===== src/rtl/readout_seq_v2.sv =====
// readout_seq_v2: frame readout sequencer. It steps through NUM_ROW rows starting at
// ROW_START, with NBANK column-bank phases per row. Each phase lasts max(T_PHASE,1) cycles
// and drives the column strobes.
//
// Optional feature: define READOUT_SEQ_ABORT_EN to add abort_i (drop to IDLE from PHASE).
//
// Ports:
//   CLK, rst                   clock (rising edge), async active-high reset
//   trigger_i                  frame-start request, honoured only in IDLE
//   abort_i                    (READOUT_SEQ_ABORT_EN only) abandon the running frame
//   T_PHASE/T_PRECH/T_MUX      phase length, precharge width, mux-start width (cycles)
//   T_DLY/T_FAST               fast-clock start delay and period (cycles)
//   ROW_START/NUM_ROW          first row and rows per frame
//   re_busy, done_o            frame in progress / one-cycle completion pulse
//   ROWADD, BANK_SEL           current row, one-hot active bank
//   COL_PRECH, MUX_START, CP_MUX_IN  column strobes
module readout_seq_v2 #(
    parameter int unsigned ROW_W = 10,
    parameter int unsigned TW    = 16,
    parameter int unsigned NBANK = 2
) (
    input  logic             CLK,
    input  logic             rst,
    input  logic             trigger_i,
`ifdef READOUT_SEQ_ABORT_EN
    input  logic             abort_i,
`endif
    input  logic [TW-1:0]    T_PHASE,
    input  logic [TW-1:0]    T_PRECH,
    input  logic [TW-1:0]    T_MUX,
    input  logic [TW-1:0]    T_DLY,
    input  logic [TW-1:0]    T_FAST,
    input  logic [ROW_W-1:0] ROW_START,
    input  logic [ROW_W-1:0] NUM_ROW,
    output logic             re_busy,
    output logic             done_o,
    output logic [ROW_W-1:0] ROWADD,
    output logic [NBANK-1:0] BANK_SEL,
    output logic             COL_PRECH,
    output logic             MUX_START,
    output logic             CP_MUX_IN
);
    localparam int unsigned BANK_W = (NBANK > 1) ? $clog2(NBANK) : 1;

    typedef enum logic {S_IDLE, S_PHASE} state_t;

    state_t             r_state, w_nxt_state;
    logic [BANK_W-1:0]  r_bank, w_nxt_bank;
    logic [TW-1:0]      r_ph, w_nxt_ph;
    logic [TW-1:0]      r_dly, w_nxt_dly;
    logic [TW-1:0]      r_fast, w_nxt_fast;
    logic [ROW_W-1:0]   r_row_cnt, w_nxt_row_cnt;
    logic [ROW_W-1:0]   r_rowadd, w_nxt_rowadd;

    // Frame configuration captured on the accepting edge
    logic [TW-1:0]      r_cfg_phase, r_cfg_prech, r_cfg_mux, r_cfg_dly, r_cfg_fast;
    logic [TW-1:0]      w_cfg_phase, w_cfg_prech, w_cfg_mux, w_cfg_dly, w_cfg_fast;
    logic [ROW_W-1:0]   r_cfg_nrow, w_cfg_nrow;

    // Registered outputs
    logic               r_busy, r_done, r_prech, r_mux, r_cp;
    logic [NBANK-1:0]   r_bank_sel;
    logic               w_busy, w_done, w_prech, w_mux, w_cp;
    logic [NBANK-1:0]   w_bank_sel;

    logic               w_abort;
    logic [TW-1:0]      w_ph_last;

`ifdef READOUT_SEQ_ABORT_EN
    assign w_abort = abort_i;
`else
    assign w_abort = 1'b0;
`endif

    // Last timer value of a phase; T_PHASE=0 behaves as a 1-cycle phase
    assign w_ph_last = (r_cfg_phase == '0) ? '0 : r_cfg_phase - TW'(1);

    // State register
    always_ff @(posedge CLK or posedge rst) begin
        if (rst) begin
            r_state     <= S_IDLE;
            r_bank      <= '0;
            r_ph        <= '0;
            r_dly       <= '0;
            r_fast      <= '0;
            r_row_cnt   <= '0;
            r_rowadd    <= '0;
            r_cfg_phase <= '0;
            r_cfg_prech <= '0;
            r_cfg_mux   <= '0;
            r_cfg_dly   <= '0;
            r_cfg_fast  <= '0;
            r_cfg_nrow  <= '0;
            r_busy      <= 1'b0;
            r_done      <= 1'b0;
            r_prech     <= 1'b0;
            r_mux       <= 1'b0;
            r_cp        <= 1'b0;
            r_bank_sel  <= '0;
        end else begin
            r_state     <= w_nxt_state;
            r_bank      <= w_nxt_bank;
            r_ph        <= w_nxt_ph;
            r_dly       <= w_nxt_dly;
            r_fast      <= w_nxt_fast;
            r_row_cnt   <= w_nxt_row_cnt;
            r_rowadd    <= w_nxt_rowadd;
            r_cfg_phase <= w_cfg_phase;
            r_cfg_prech <= w_cfg_prech;
            r_cfg_mux   <= w_cfg_mux;
            r_cfg_dly   <= w_cfg_dly;
            r_cfg_fast  <= w_cfg_fast;
            r_cfg_nrow  <= w_cfg_nrow;
            r_busy      <= w_busy;
            r_done      <= w_done;
            r_prech     <= w_prech;
            r_mux       <= w_mux;
            r_cp        <= w_cp;
            r_bank_sel  <= w_bank_sel;
        end
    end

    // Next state; outputs are decoded from the next state so the registered
    // outputs line up with the state they describe
    always_comb begin
        w_nxt_state   = r_state;
        w_nxt_bank    = r_bank;
        w_nxt_ph      = r_ph;
        w_nxt_dly     = r_dly;
        w_nxt_fast    = r_fast;
        w_nxt_row_cnt = r_row_cnt;
        w_nxt_rowadd  = r_rowadd;
        w_cfg_phase   = r_cfg_phase;
        w_cfg_prech   = r_cfg_prech;
        w_cfg_mux     = r_cfg_mux;
        w_cfg_dly     = r_cfg_dly;
        w_cfg_fast    = r_cfg_fast;
        w_cfg_nrow    = r_cfg_nrow;
        w_done        = 1'b0;

        case (r_state)
            S_IDLE: begin
                if (trigger_i) begin
                    w_cfg_phase   = T_PHASE;
                    w_cfg_prech   = T_PRECH;
                    w_cfg_mux     = T_MUX;
                    w_cfg_dly     = T_DLY;
                    w_cfg_fast    = T_FAST;
                    w_cfg_nrow    = NUM_ROW;
                    w_nxt_bank    = '0;
                    w_nxt_ph      = '0;
                    w_nxt_dly     = '0;
                    w_nxt_fast    = '0;
                    w_nxt_row_cnt = '0;
                    // An empty frame completes immediately and leaves ROWADD alone
                    if (NUM_ROW == '0) begin
                        w_done = 1'b1;
                    end else begin
                        w_nxt_state  = S_PHASE;
                        w_nxt_rowadd = ROW_START;
                    end
                end
            end
            S_PHASE: begin
                if (w_abort) begin
                    w_nxt_state = S_IDLE;
                    w_nxt_bank  = '0;
                    w_nxt_ph    = '0;
                    w_nxt_dly   = '0;
                    w_nxt_fast  = '0;
                end else if (r_ph == w_ph_last) begin
                    w_nxt_ph   = '0;
                    w_nxt_dly  = '0;
                    w_nxt_fast = '0;
                    if (r_bank == BANK_W'(NBANK - 1)) begin
                        w_nxt_bank = '0;
                        if (r_row_cnt == r_cfg_nrow - ROW_W'(1)) begin
                            w_nxt_state = S_IDLE;
                            w_done      = 1'b1;
                        end else begin
                            w_nxt_row_cnt = r_row_cnt + ROW_W'(1);
                            w_nxt_rowadd  = r_rowadd + ROW_W'(1);
                        end
                    end else begin
                        w_nxt_bank = r_bank + BANK_W'(1);
                    end
                end else begin
                    w_nxt_ph = r_ph + TW'(1);
                    // Delay counts up to T_DLY, then the fast timer cycles 0..T_FAST-1
                    if (r_dly != r_cfg_dly) begin
                        w_nxt_dly = r_dly + TW'(1);
                    end else if ((r_cfg_fast < TW'(2)) || (r_fast >= r_cfg_fast - TW'(1))) begin
                        w_nxt_fast = '0;
                    end else begin
                        w_nxt_fast = r_fast + TW'(1);
                    end
                end
            end
            default: w_nxt_state = S_IDLE;
        endcase

        w_busy     = (w_nxt_state == S_PHASE);
        w_bank_sel = w_busy ? (NBANK'(1) << w_nxt_bank) : '0;
        w_prech    = w_busy && (w_nxt_ph < w_cfg_prech);
        w_mux      = w_busy && (w_nxt_ph < w_cfg_mux);
        w_cp       = w_busy && (w_cfg_fast >= TW'(2)) && (w_nxt_dly == w_cfg_dly)
                     && (w_nxt_fast < (w_cfg_fast >> 1));
    end

    assign re_busy   = r_busy;
    assign done_o    = r_done;
    assign ROWADD    = r_rowadd;
    assign BANK_SEL  = r_bank_sel;
    assign COL_PRECH = r_prech;
    assign MUX_START = r_mux;
    assign CP_MUX_IN = r_cp;

endmodule


===== config.mk =====
export PLATFORM = sky130hd
export DESIGN_NAME = readout_seq_v2
export DESIGN_NICKNAME = d
export VERILOG_FILES = /design/src/rtl/readout_seq_v2.sv
export SDC_FILE = /design/constraint.sdc
export NUM_CORES = 1
export LEC_CHECK = 0
export ABC_AREA = 1
export BUFFER_PORTS_ARGS = -buffer_cell sky130_fd_sc_hd__buf_2
export CAP_MARGIN = 30
export CORE_MARGIN = 1
export CORE_UTILIZATION = 50
export DETAILED_ROUTE_END_ITERATION = 8
export PLACE_DENSITY = 0.68
export SKIP_CTS_REPAIR_TIMING = 1
export SYNTH_ARGS = -nofsm -noshare
export SYNTH_HDL_FRONTEND = slang
export SYNTH_SLANG_ARGS = --single-unit
export TNS_END_PERCENT = 100

===== constraint.sdc =====
create_clock -name CLK -period 15.7 [get_ports CLK]
set_clock_uncertainty 0.05 [all_clocks]
set_input_delay 3.14 -clock CLK [delete_from_list [all_inputs] [get_ports CLK]]
set_output_delay 3.14 -clock CLK [all_outputs]
set_load 0.01 [all_outputs]

**After elaboration in Yosys (flattened, before gate mapping)**

Cells that the tools add are included.

- Output and inout port bits: 17
- Bits in registers: 166
- Logic and storage cells: 104

- Reduce and logical (&&, ||, !) cells: 11
- Bitwise operators: 1
- Order comparisons: 6
- Add/sub/neg operators: 9
- Shift operators: 1
- Eq/ne operators: 9
- Muxes and demuxes: 49

Operator list:

| cell | number |
|---|---|
| two-way mux 16 bit | 18 |
| one-hot mux 16 bit (2 select lines) | 3 |
| two-way mux 10 bit | 9 |
| adder 16 x 1 -> 16 bit (second input constant) | 3 |
| one-hot mux 10 bit (2 select lines) | 2 |
| == test 16 bit | 2 |
| < comparator 16 bit | 2 |
| subtractor 16 x 1 -> 16 bit (second input constant) | 2 |
| adder 10 x 1 -> 10 bit (second input constant) | 2 |
| >= comparator 16 bit | 1 |
| >= comparator 16 x 2 -> 1 bit (second input constant) | 1 |
| zero test 16 bit | 1 |
| < comparator 16 x 15 -> 1 bit | 1 |
| < comparator 16 x 2 -> 1 bit (second input constant) | 1 |
| != test 16 bit | 1 |
| two-way mux 1 bit | 13 |
| == test 10 bit | 1 |
| zero test 10 bit | 1 |
| subtractor 10 x 1 -> 10 bit (second input constant) | 1 |
| != test 2 bit (second input constant) | 4 |
| one-hot mux 1 bit (2 select lines) | 3 |
| logical AND 1 bit | 5 |
| AND reduction 5 bit | 1 |
| AND reduction 4 bit | 1 |
| other kinds (7) | 7 |

**Depth between registers and ports, before layout**

Gate-level depths: netlist of the first run.

- Depth in word-level cells: 9
- Mapped depth: 28
- Gate-level depth less buffers: 28

**Worst setup path before layout of the first run**

No wires, ideal clock.

- Path kind: input port to flip-flop
- From: input trigger_i
- To: register r_prech (netlist: COL_PRECH)
- Path slack: 10.040 ns
- Arrival: 5.532 ns
- Library setup time: 0.077 ns
- Data required time: 15.573 ns
- Cell stages on the path: 14
- Buffers on the path: 5
- Cell sequence: clkbuf_1 > nand2_1 > clkbuf_1 > clkbuf_1 > clkbuf_1 > clkbuf_1 > nand2_1 > o21ai_0 > ha_1 > a21oi_1 > nor2_1 > a211oi_1 > o211ai_1 > a21oi_1

- Word-level cells in the longest chain between the ends: 4

RTL lines:

| what | line | source |
|---|---|---|
| start, declared | 24 | `input logic trigger_i,` |
| two-way mux 16 bit | 143 | `if (trigger_i) begin` |
| one-hot mux 16 bit (2 select lines) or two-way mux 16 bit (tied branches) | 141 | `case (r_state)` |
| < comparator 16 bit | 204 | `w_prech = w_busy && (w_nxt_ph < w_cfg_prech);` |
| logical AND 1 bit (*) | 204 |  |
| named net w_prech | 63 | `logic w_busy, w_done, w_prech, w_mux, w_cp;` |
| end signal, assigned | 116 | `r_prech <= w_prech;` |
| end, declared | 61 | `logic r_busy, r_done, r_prech, r_mux, r_cp;` |

Mark *: on every way through the listed nets, which the timed path passes. The rest lies on a longest branch.
A chain may end at the register's enable or synchronous reset.

**Final worst setup path of the first run**

- From: input trigger_i
- To: register r_cp (netlist: CP_MUX_IN)

RTL lines:

| what | line | source |
|---|---|---|
| two-way mux 16 bit | 143 |  |
| one-hot mux 16 bit (2 select lines) | 141 |  |
| named net w_nxt_fast[9] | 51 | `logic [TW-1:0] r_fast, w_nxt_fast;` |
| < comparator 16 x 15 -> 1 bit | 207 | `&& (w_nxt_fast < (w_cfg_fast >> 1));` |
| logical AND 1 bit | 207 |  |
| named net w_cp | 63 |  |
| end signal, assigned | 118 | `r_cp <= w_cp;` |
| end, declared | 61 |  |

The timed path passes the listed nets, and every way through them passes these cells.

==> insert_results.sql, run 1 <==
INSERT INTO impl_metrics (metric_group, metric, value, unit) VALUES
('sta', 'timing.final.crit_period', '5.88', 'ns'),
('pwr', 'combinationalPowerShare', '29.7', '%'),
('clocking', 'numCtsBuffers', '17', ''),
('detailed_routing', 'antenna_left', '0', ''),
('sta', 'report.final.slew_viol_count', '0', ''),
('run', 'max-cap-violations', '0', ''),
('sta', 'grt_setup_unrepaired', 'no', ''),
('clocking', 'tritoncts_clock_tree', 'yes', ''),
('yosys', 'synth_area_per_cell', '7.35', 'um2'),
('sta', 'max_slew.worst_pin.slew', '0.859', 'ns'),
('pwr', 'switching_share', '37.5', '%'),
('pwr', 'static_leakage', '6.58', 'nW'),
('yosys', 'synth_area_leader_cell', 'dfrtp_1', ''),
('yosys', 'instance_count_of_the_mapped_netlist', '1520', ''),
('yosys', 'synth.top_cells.by_area', 'dfrtp_1 37%, nand2_1 12%, inv_1 8.2%', ''),
('pwr', 'ir_worst_vdd', '0.0716', 'mV'),
('layout', 'finalNonFillerCells', '1917', ''),
('setup_path', 'r2r_start', 'r_cfg_fast[0]', ''),
('placed_design', 'placedCellCount', '1884', ''),
('detailed_routing', 'drt_drc_violations_left', '0', ''),
('detailed_routing', 'drt-pass1-iter-count', '5', ''),
('layout', 'area.sequential', '4150', 'um2'),
('global_routing', 'grt-busiest-layer', 'met2', ''),
('placed_design', 'gpl.final_weighted_congestion', '0.928', ''),
('setup_path', 'max_fo_critical_path', '28', ''),
('pwr', 'internal_power', '0.860', 'mW'),
('setup_path', 'worst_r2r_endpoint', 'CP_MUX_IN', ''),
('sta', 'timing.hold.ws', '0.444', 'ns'),
('clocking', 'clkSinkCount', '166', ''),
('hold_path', 'path_class_of_the_lowest_slack_min_delay_path', 'flop to flop', ''),
('sta', 'final_period_util', '37.4', '%'),
('yosys', 'syn_nets', '1691', ''),
('setup_path', 'worst-endpoint-arrival', '6.20', 'ns'),
('floorplanning', 'initial_utilization', '51.0', '%'),
('floorplanning', 'fp.dieW', '151', 'um'),
('pwr', 'power.sequential.fraction', '40.1', '%'),
('setup_path', 'setup.reg_to_reg.worst_slack', '10.39', 'ns'),
('yosys', 'synth.yosys.warnings', '0', ''),
('detailed_routing', 'vias_per_cell', '5.16', ''),
('global_routing', 'pin_count_of_the_biggest_net_entering_global_routing', '97', ''),
('floorplanning', 'pin_count', '120', ''),
('layout', 'fill_cells', '2125', ''),
('clocking', 'clock_path_buffers', '2', ''),
('setup_path', 'critPathRequiredTime', '16.02', 'ns'),
('detailed_routing', 'drt_iter0_markers', '473', ''),
('layout', 'drive_above_1_share', '12.6', '%'),
('floorplanning', 'floorplan.rows', '54', ''),
('sta', 'finalHoldViolations', '0', ''),
('sta', 'fin_tns_setup', '0', 'ns'),
('layout', 'n_antenna_cell', '0', ''),
('layout', 'final_core_utilization', '57.5', '%'),
('pwr', 'power.clock.fraction', '30.2', '%'),
('setup_path', 'crit_type', 'primary input to flop', ''),
('floorplanning', 'fp.dieArea', '22900', 'um2'),
('global_routing', 'vias_in_the_first_global_route', '9482', ''),
('status', 'outcome', 'finished clean', ''),
('setup_path', 'setup.worst_path.start', 'trigger_i', ''),
('detailed_routing', 'routed_wirelength', '27100', 'um'),
('layout', 'multi_input_area', '5890', 'um2'),
('placed_design', 'port_buffers', '119', ''),
('setup_path', 'worstSetupEndpoint', 'CP_MUX_IN', ''),
('sta', 'slew-limit-headroom', '42.4', '%'),
('yosys', 'ys_types', '44', ''),
('pwr', 'power-per-cell-area', '109', 'nW/um2'),
('sta', 'fmax', '170', 'MHz'),
('clocking', 'htree_num_levels', '4', ''),
('layout', 'design.final.nets', '1795', ''),
('yosys', 'synth_enable_flop_cells', '0', ''),
('global_routing', 'grt.total_usage', '25.3', '%'),
('pwr', 'net-switching-power', '0.517', 'mW'),
('global_routing', 'use_met2', '43.7', '%');
## power groups by stage
stage | sequential (mW) | combinational (mW) | clock, mW
after floorplan | 0.543 | 0.312 | 0
after global placement | 0.559 | 0.396 | 0
after detailed placement | 0.559 | 0.407 | 0
after CTS | 0.552 | 0.412 | 0.423
after global routing | 0.562 | 0.475 | 0.443
final | 0.553 | 0.409 | 0.415
## logic make-up after synthesis
group | Yosys count | synth area share (%)
adder cells (fa/ha/maj) | 68 | 7.62
buffers and inverters | 291 | 10.1
AND/OR/NAND/NOR | 684 | 26.8
XOR/XNOR | 81 | 6.35
flip-flops | 166 | 37.2
multiplexers | 16 | 1.52
AO/OA/AOI/OAI | 214 | 10.3
## stage by stage
step / cell area, um2 / power, mW / worst slack, ns
after floorplan: 11200 / 0.855 / 8.02
after global placement: 12000 / 0.955 / 9.58
after detailed placement: 12000 / 0.967 / 9.40
after CTS: 12600 / 1.39 / 9.85
after global routing: 12600 / 1.48 / 9.49
final: 12600 / 1.38 / 9.82
## routing by layer
layer	routed length, um	part of all wire, %
met1	12500	46
met2	13400	49
met3	860	3.2
met4	388	1.4
met5	0	0
## registers in the layout, indices dropped and copies added, names as in the netlist
signal	flops
MUX_START	1
r_cfg_phase	16
r_dly	16
r_ph	16
r_bank	1
CP_MUX_IN	1
done_o	1
COL_PRECH	1
r_cfg_nrow	10
BANK_SEL	2
r_row_cnt	10
r_cfg_mux	16
r_cfg_prech	16
r_cfg_dly	16
re_busy	1
r_fast	16
r_cfg_fast	16
ROWADD	10
## worst max-delay path: stages
cell and delay [ns]:
buf_2 0.16, nor2_1 0.10, buf_4 0.29, clkinv_1 0.73, o22ai_1 0.64, ha_1 0.33, a21oi_1 0.15, nor2_1 0.05
a211oi_1 0.21, nor4_1 0.09, nor2_1 0.10, nand3_1 0.08, nor2_1 0.10
## how the worst min path moves through the flow
stage                      start            to  slack, ns  cells after the start
floorplan           r_row_cnt[2]  r_row_cnt[2]       0.39                      1
global placement    r_row_cnt[2]  r_row_cnt[2]       0.42                      1
detailed placement  r_row_cnt[2]  r_row_cnt[2]       0.43                      1
CTS                 r_row_cnt[2]  r_row_cnt[2]       0.44                      1
global route        r_row_cnt[2]  r_row_cnt[2]       0.45                      1
finish              r_row_cnt[2]  r_row_cnt[2]       0.44                      1
## cell usage in the layout, fill, tap and decap left out, types with 14 or more instances in the layout
cell,n
buf_2,119
nand3_1,94
nor2_1,127
nand3_2,14
clkbuf_16,17
o21ai_0,99
nand4_1,31
inv_1,243
nor3_1,33
xor2_1,69
dfrtp_1,166
o22ai_1,23
a21oi_1,60
nand2_1,349
ha_1,68
## area by class of cell
cell class                      instances  share of cell area [%]
Inverter                              250                    7.51
Clock inverter                         15                    1.18
Timing Repair Buffer                  126                    5.34
Multi-Input combinational cell       1063                    46.8
Tap cell                              280                    2.78
Sequential cell                       166                    33.0
Clock buffer                           17                    3.38
Note: power is estimated with default switching activity, not from simulation.
==> run 2: changes to the inputs <==
ABC_AREA = 0   (was 1)
clock period = 6 ns   (was 15.7 ns; I/O delays follow)
==> insert_results.sql, run 2 <==
INSERT INTO impl_metrics (metric_group, metric, value, unit) VALUES
('status', 'outcome', 'finished, violations left', ''),
('status', 'failing_checks', 'design-rule violations', ''),
('global_routing', 'pin_count_of_the_biggest_net_entering_global_routing', '100', ''),
('placed_design', 'detailed_place_hpwl', '22000', 'um'),
('detailed_routing', 'drt_drc_violations_left', '6', ''),
('yosys', 'synth.cells.most_frequent', '166 x dfrtp_1, 156 x nand2_1, 96 x nor2_1, 96 x o21ai_0, 70 x inv_1', ''),
('yosys', 'synth.area.mux_share', '6.95', '%'),
('setup_path', 'critical_path.endpoint_type', 'flop', ''),
('sta', 'timing.final.crit_period', '5.79', 'ns'),
('pwr', 'power', '3.24', 'mW'),
('setup_path', 'max_fo_critical_path', '5', ''),
('layout', 'n_antenna_cell', '0', ''),
('detailed_routing', 'route.detailed.wl_per_inst', '17.6', 'um'),
('pwr', 'static_leakage', '6.17', 'nW'),
('layout', 'syn2layout_area_growth', '17.1', '%'),
('yosys', 'netlist_area', '11300', 'um2'),
('global_routing', 'vias_in_the_first_global_route', '9689', ''),
('run', 'max-cap-violations', '0', ''),
('sta', 'setup_viol_count_final', '0', ''),
('setup_path', 'setup.worst_path.start_class', 'flop', ''),
('yosys', 'instance_count_of_the_mapped_netlist', '1273', ''),
('yosys', 'synth_area_leader_cell', 'dfrtp_1', ''),
('floorplanning', 'initial_utilization', '51.3', '%'),
('floorplanning', 'pin_count', '120', ''),
('floorplanning', 'floorplan.rows', '54', ''),
('placed_design', 'place_area', '12300', 'um2'),
('layout', 'layout.cells.most_common_list', '165 x dfrtp_1, 155 x nand2_1, 119 x buf_2, 90 x nor2_1, 87 x o21ai_0', ''),
('yosys', 'synth-seq-area-share', '36.9', '%'),
('floorplanning', 'fp.dieArea', '23100', 'um2'),
('yosys', 'synth-compound-area-share', '14.6', '%'),
('yosys', 'synth_enable_flop_cells', '0', ''),
('yosys', 'asyncSetResetFlopFracSynth', '100', '%'),
('setup_path', 'critPathRequiredTime', '6.29', 'ns'),
('pwr', 'ir_worst_vdd', '0.195', 'mV'),
('sta', 'slew-limit-headroom', '36.4', '%'),
('hold_path', 'path_class_of_the_lowest_slack_min_delay_path', 'flop to flop', ''),
('detailed_routing', 'detailroute.via_count', '9964', ''),
('sta', 'fin_ws', '0.215', 'ns'),
('yosys', 'synthesized_area_fraction_occupied_by_and_or_nand_nor_cells', '22.4', '%'),
('detailed_routing', 'drt_iter0_markers', '831', ''),
('detailed_routing', 'antenna_left', '0', ''),
('clocking', 'tritoncts_clock_tree', 'yes', ''),
('placed_design', 'gpl.final_weighted_congestion', '0.946', ''),
('clocking', 'clkSinkCount', '166', ''),
('sta', 'max_slew.worst_pin.slew', '0.930', 'ns'),
('yosys', 'synthDominantCellAreaShare', '36.9', '%'),
('layout', 'design.final.nets', '1578', ''),
('layout', 'mostFrequentLayoutCell', 'dfrtp_1', ''),
('global_routing', 'grt_antenna_before_repair', '1', ''),
('yosys', 'synthXorXnorAreaFrac', '7.28', '%'),
('layout', 'final_area', '13200', 'um2'),
('pwr', 'power-per-cell-area', '245', 'nW/um2'),
('clocking', 'cts_root_buffer', 'clkbuf_16', ''),
('yosys', 'post_synthesis_share_of_cell_area_spent_on_full_adders_half_adders_and_majority_gates', '7.55', '%'),
('sta', 'timing.hold.ws', '0.429', 'ns'),
('setup_path', 'crit_type', 'flop to flop', ''),
('global_routing', 'globalRouteOverflowTotal', '0', ''),
('sta', 'report.final.slew_viol_count', '0', ''),
('floorplanning', 'die-height', '152', 'um'),
('detailed_routing', 'routed_wirelength', '29900', 'um'),
('yosys', 'synth.top_cells.by_area', 'dfrtp_1 37%, ha_1 7.5%, mux2i_1 6.0%', ''),
('sta', 'fmax', '173', 'MHz'),
('yosys', 'commonest_register_cell_after_synthesis', 'dfrtp_1', ''),
('yosys', 'synth_area_per_cell', '8.85', 'um2'),
('yosys', 'synth.yosys.warnings', '0', ''),
('yosys', 'ys_types', '82', ''),
('global_routing', 'grt.total_usage', '26.3', '%'),
('sta', 'final_period_util', '96.4', '%'),
('clocking', 'clk_latency', '0.43', 'ns'),
('clocking', 'numCtsBuffers', '17', ''),
('yosys', 'yosys_register_bits', '166', ''),
('global_routing', 'grt_pass1_wl', '49000', 'um'),
('setup_path', 'worst-endpoint-arrival', '6.07', 'ns'),
('yosys', 'synth.most_common_cell', 'dfrtp_1', ''),
('clocking', 'htree_num_levels', '4', ''),
('sta', 'finalHoldViolations', '0', ''),
('layout', 'drive_above_1_share', '18.5', '%'),
('sta', 'fin_tns_setup', '0', 'ns'),
('detailed_routing', 'vias_per_cell', '5.86', ''),
('detailed_routing', 'drt-pass1-iter-count', '8', ''),
('floorplanning', 'core-area', '22000', 'um2'),
('placed_design', 'place_worst_setup_slack', '-0.0681', 'ns'),
('placed_design', 'port_buffers', '119', ''),
('floorplanning', 'fp.dieW', '152', 'um'),
('clocking', 'cts.clk_slew.worst_paths', '0.07', 'ns'),
('yosys', 'syn_nets', '1444', ''),
('yosys', 'main_combinational_cell_family_by_area_after_synthesis', 'simple AND/OR/NAND/NOR gates', ''),
('clocking', 'clock_path_buffers', '2', '');
## run 2: cell types whose count changed after synthesis, sizes merged, moves of 15 or more
cell    delta
o21ai     -15
nand2    -203
a21oi     -16
nor2      -38
clkbuf    +17
xor2      -19
xnor2     +24
nand3     -59
and3      +30
inv      -176
mux2i     +59
## run 2: cell families after synthesis
family / after synthesis
and+or+nand+nor: 491
AOI/OAI and AO/OA: 254
DFF: 166
buffers and inverters: 128
xor gates and xnor gates: 89
muxes: 77
adders and majority gates: 68
## run 2: final cells by class
| type | instances | area (um2) |
|---|---|---|
| clock buffer | 19 | 453 |
| clock inverter | 12 | 144 |
| fill | 1952 | 8760 |
| inverter | 71 | 272 |
| multi-input combinational | 980 | 6840 |
| sequential | 166 | 4160 |
| tap | 280 | 350 |
| timing repair buffer | 171 | 986 |
## run 2: power by group
part | total, mW | switching [mW] | internal (mW)
Sequential | 1.34 | 0.134 | 1.20
Combinational | 0.761 | 0.430 | 0.331
Clock | 1.14 | 0.498 | 0.642
## run 2: routing by layer
metal / vias to the layer above / track usage (%) / share of wire [%]
li1: 4851 / - / -
met1: 4799 / 35.0 / 46
met2: 278 / 44.2 / 48
met3: 34 / 5.09 / 5.3
met4: 2 / 6.07 / 1.2
met5: - / 0 / 0.033
## run 2: critical path, cell delays in order (launching register included)
cell and delay [ns]:
dfrtp_1 0.38, buf_4 0.15, or4_4 0.57, nor4b_4 0.32
xnor2_2 0.13, or3_4 0.36, o311a_4 0.14, o41ai_4 0.57
or2_4 0.26, nor2_2 0.03, o21ai_0 0.13, o21ai_1 0.10
ha_1 0.30, a21o_1 0.17, a21oi_2 0.13, o211ai_1 0.10
or4_4 0.56, a211oi_2 0.21, o2111ai_1 0.13, or4_1 0.43
nor4b_2 0.24, nor4b_2 0.21
## run 2: metrics by stage
step	cells	utilization (%)
finish	1699	60.1
global route	1699	60.1
CTS	1688	58.9
detailed placement	1657	56.2
global placement	1657	56.2
floorplan	1273	-
## run 2: worst paths after layout
kind	cells after the start	endpoint	start	slack [ns]
setup reg to reg	21	CP_MUX_IN	r_cfg_phase[0]	0.21
hold reg to reg	2	r_cfg_prech[0]	r_cfg_prech[0]	0.43
hold / removal	2	r_cfg_prech[0]	r_cfg_prech[0]	0.43
setup / recovery	21	CP_MUX_IN	r_cfg_phase[0]	0.21
min in group asynchronous	2	ROWADD[1]	rst	0.91
max in group asynchronous	3	re_busy	rst	3.92
==> run 3: changes to the inputs <==
GPL_TIMING_DRIVEN = 0   (was unset)
PLACE_DENSITY = 0.7   (was 0.68)
clock period = 5.3 ns   (was 6 ns; I/O delays follow)
==> insert_results.sql, run 3 (synthesis gave the netlist of run 2 again) <==
INSERT INTO impl_metrics (metric_group, metric, value, unit) VALUES
('status', 'outcome', 'finished, violations left', ''),
('status', 'failing_checks', 'design-rule violations, negative setup slack', ''),
('global_routing', 'grt_antenna_before_repair', '1', ''),
('layout', 'layout.cells.most_common_list', '163 x dfrtp_1, 153 x nand2_1, 123 x buf_2, 93 x nor2_1, 84 x o21ai_0', ''),
('sta', 'report.final.slew_viol_count', '0', ''),
('sta', 'fin_tns_setup', '-0.916', 'ns'),
('setup_path', 'worst-endpoint-arrival', '6.50', 'ns'),
('clocking', 'htree_num_levels', '4', ''),
('global_routing', 'globalRouteOverflowTotal', '0', ''),
('detailed_routing', 'drt_iter0_markers', '639', ''),
('layout', 'multi_input_area', '6940', 'um2'),
('detailed_routing', 'detailroute.via_count', '10266', ''),
('placed_design', 'gpl.final_weighted_congestion', '0.967', ''),
('global_routing', 'pin_count_of_the_biggest_net_entering_global_routing', '40', ''),
('setup_path', 'worst_r2r_endpoint', 'CP_MUX_IN', ''),
('setup_path', 'max_fo_critical_path', '5', ''),
('setup_path', 'crit_type', 'flop to flop', ''),
('detailed_routing', 'drt-pass1-iter-count', '7', ''),
('layout', 'finalNonFillerCells', '1727', ''),
('sta', 'max_slew.worst_pin.slew', '0.866', 'ns'),
('setup_path', 'r2r_start', 'r_cfg_fast[5]', ''),
('floorplanning', 'floorplan.rows', '54', ''),
('setup_path', 'timing.critical_path.slowest_stage_cell', 'or4_4', ''),
('clocking', 'clock_path_buffers', '2', ''),
('layout', 'syn2layout_area_growth', '18.8', '%'),
('detailed_routing', 'antenna_left', '0', ''),
('sta', 'fmax', '161', 'MHz'),
('floorplanning', 'initial_utilization', '51.3', '%'),
('layout', 'drive_above_1_share', '18.2', '%'),
('pwr', 'power-per-cell-area', '273', 'nW/um2'),
('setup_path', 'worstRegToRegCells', '25', ''),
('placed_design', 'placedCellCount', '1678', ''),
('sta', 'grt_setup_unrepaired', 'yes', ''),
('run', 'max-cap-violations', '0', ''),
('clocking', 'tritoncts_clock_tree', 'yes', ''),
('detailed_routing', 'route.detailed.wl_per_inst', '18.7', 'um'),
('layout', 'final_core_utilization', '61.0', '%'),
('placed_design', 'port_buffers', '119', ''),
('layout', 'fill_cells', '1943', ''),
('global_routing', 'grt_pass1_wl', '51200', 'um'),
('clocking', 'clkSinkCount', '166', ''),
('floorplanning', 'fp.dieW', '152', 'um'),
('sta', 'fin_ws', '-0.916', 'ns'),
('setup_path', 'critPathRequiredTime', '5.58', 'ns'),
('pwr', 'static_leakage', '6.18', 'nW'),
('setup_path', 'worstSetupEndpoint', 'CP_MUX_IN', ''),
('detailed_routing', 'vias_per_cell', '5.94', ''),
('detailed_routing', 'routed_wirelength', '32200', 'um'),
('hold_path', 'path_class_of_the_lowest_slack_min_delay_path', 'flop to flop', ''),
('sta', 'timing.hold.ws', '0.439', 'ns'),
('placed_design', 'detailed_place_hpwl', '24500', 'um'),
('setup_path', 'cp_slowest_stage_delay', '0.58', 'ns'),
('setup_path', 'setup.worst_path.start_class', 'flop', ''),
('sta', 'setup_viol_count_final', '1', ''),
('floorplanning', 'fp.dieArea', '23100', 'um2'),
('sta', 'timing.final.crit_period', '6.22', 'ns'),
('sta', 'final_period_util', '117', '%'),
('clocking', 'cts_root_buffer', 'clkbuf_16', ''),
('layout', 'mostFrequentLayoutCell', 'dfrtp_1', ''),
('global_routing', 'grt.total_usage', '27.9', '%'),
('sta', 'finalHoldViolations', '0', ''),
('pwr', 'ir_worst_vdd', '0.192', 'mV'),
('setup_path', 'setup.reg_to_reg.worst_slack', '-0.92', 'ns'),
('setup_path', 'setup.worst_path.start', 'r_cfg_fast[5]', ''),
('sta', 'slew-limit-headroom', '40.8', '%'),
('setup_path', 'critical_path.endpoint_type', 'flop', ''),
('floorplanning', 'die-height', '152', 'um'),
('layout', 'design.final.nets', '1604', ''),
('global_routing', 'vias_in_the_first_global_route', '9640', ''),
('detailed_routing', 'drt_drc_violations_left', '8', ''),
('clocking', 'clk_latency', '0.43', 'ns'),
('clocking', 'cts.clk_slew.worst_paths', '0.07', 'ns'),
('layout', 'area.sequential', '4160', 'um2'),
('clocking', 'numCtsBuffers', '17', ''),
('floorplanning', 'pin_count', '120', ''),
('floorplanning', 'core-area', '22000', 'um2');
-- run 3: cell types whose count changed in the layout (fill, tap and decap cells not counted), sizes merged --
cell	change
clkinv	+1
clkbuf	+43
diode	+1
clkinvlp	-1
buf	-16
-- run 3: metal layers --
| metal | up-vias | global-route usage [%] | wire length [um] |
|---|---|---|---|
| met4 | 0 | 9.86 | 815 |
| met2 | 359 | 44.4 | 15100 |
| met5 | - | 0 | 0 |
| li1 | 4913 | - | - |
| met3 | 56 | 4.29 | 1890 |
| met1 | 4938 | 38.7 | 14400 |
-- run 3: layout make-up --
cell class / count / share of cell area [%]
multi-input cells: 980 / 51.9
flip-flops and latches: 166 / 31.1
repair buffers: 145 / 6.39
clock buffers: 20 / 3.26
well taps: 280 / 2.62
inverters: 71 / 2.02
plain buffers: 52 / 1.70
clock inverters: 12 / 1.07
diodes: 1 / 0.0187
-- run 3: worst min-delay path by stage --
stage / start / cells past startpoint / end
floorplan: r_cfg_mux[0] / 2 / r_cfg_mux[0]
global placement: r_cfg_mux[2] / 2 / r_cfg_mux[2]
detailed placement: r_cfg_prech[8] / 2 / r_cfg_prech[8]
CTS: r_cfg_mux[0] / 2 / r_cfg_mux[0]
global route: r_cfg_mux[4] / 2 / r_cfg_mux[4]
finish: r_cfg_prech[8] / 2 / r_cfg_prech[8]
-- run 3: worst max-delay path, delay by kind of cell, from the launching register on --
family,cells,cell delay (ns)
compound gates,11,1.85
simple gates,11,3.04
fa+ha+maj,2,0.57
flops,1,0.44
xor+xnor,1,0.15
-- run 3: through the flow --
stage | area, um2 | setup WS (ns) | power, mW
after floorplan | 11400 | -0.253 | 2.09
after global placement | 12300 | -2.27 | 2.33
after detailed placement | 12400 | -2.17 | 2.36
after CTS | 13000 | -1.78 | 3.62
after global routing | 13400 | -1.13 | 3.85
final | 13400 | -0.916 | 3.66
-- run 3: where the power goes --
part	total [mW]	internal [mW]	switching, mW
clock	1.26	0.705	0.552
combinational	0.923	0.378	0.546
sequential	1.48	1.36	0.117
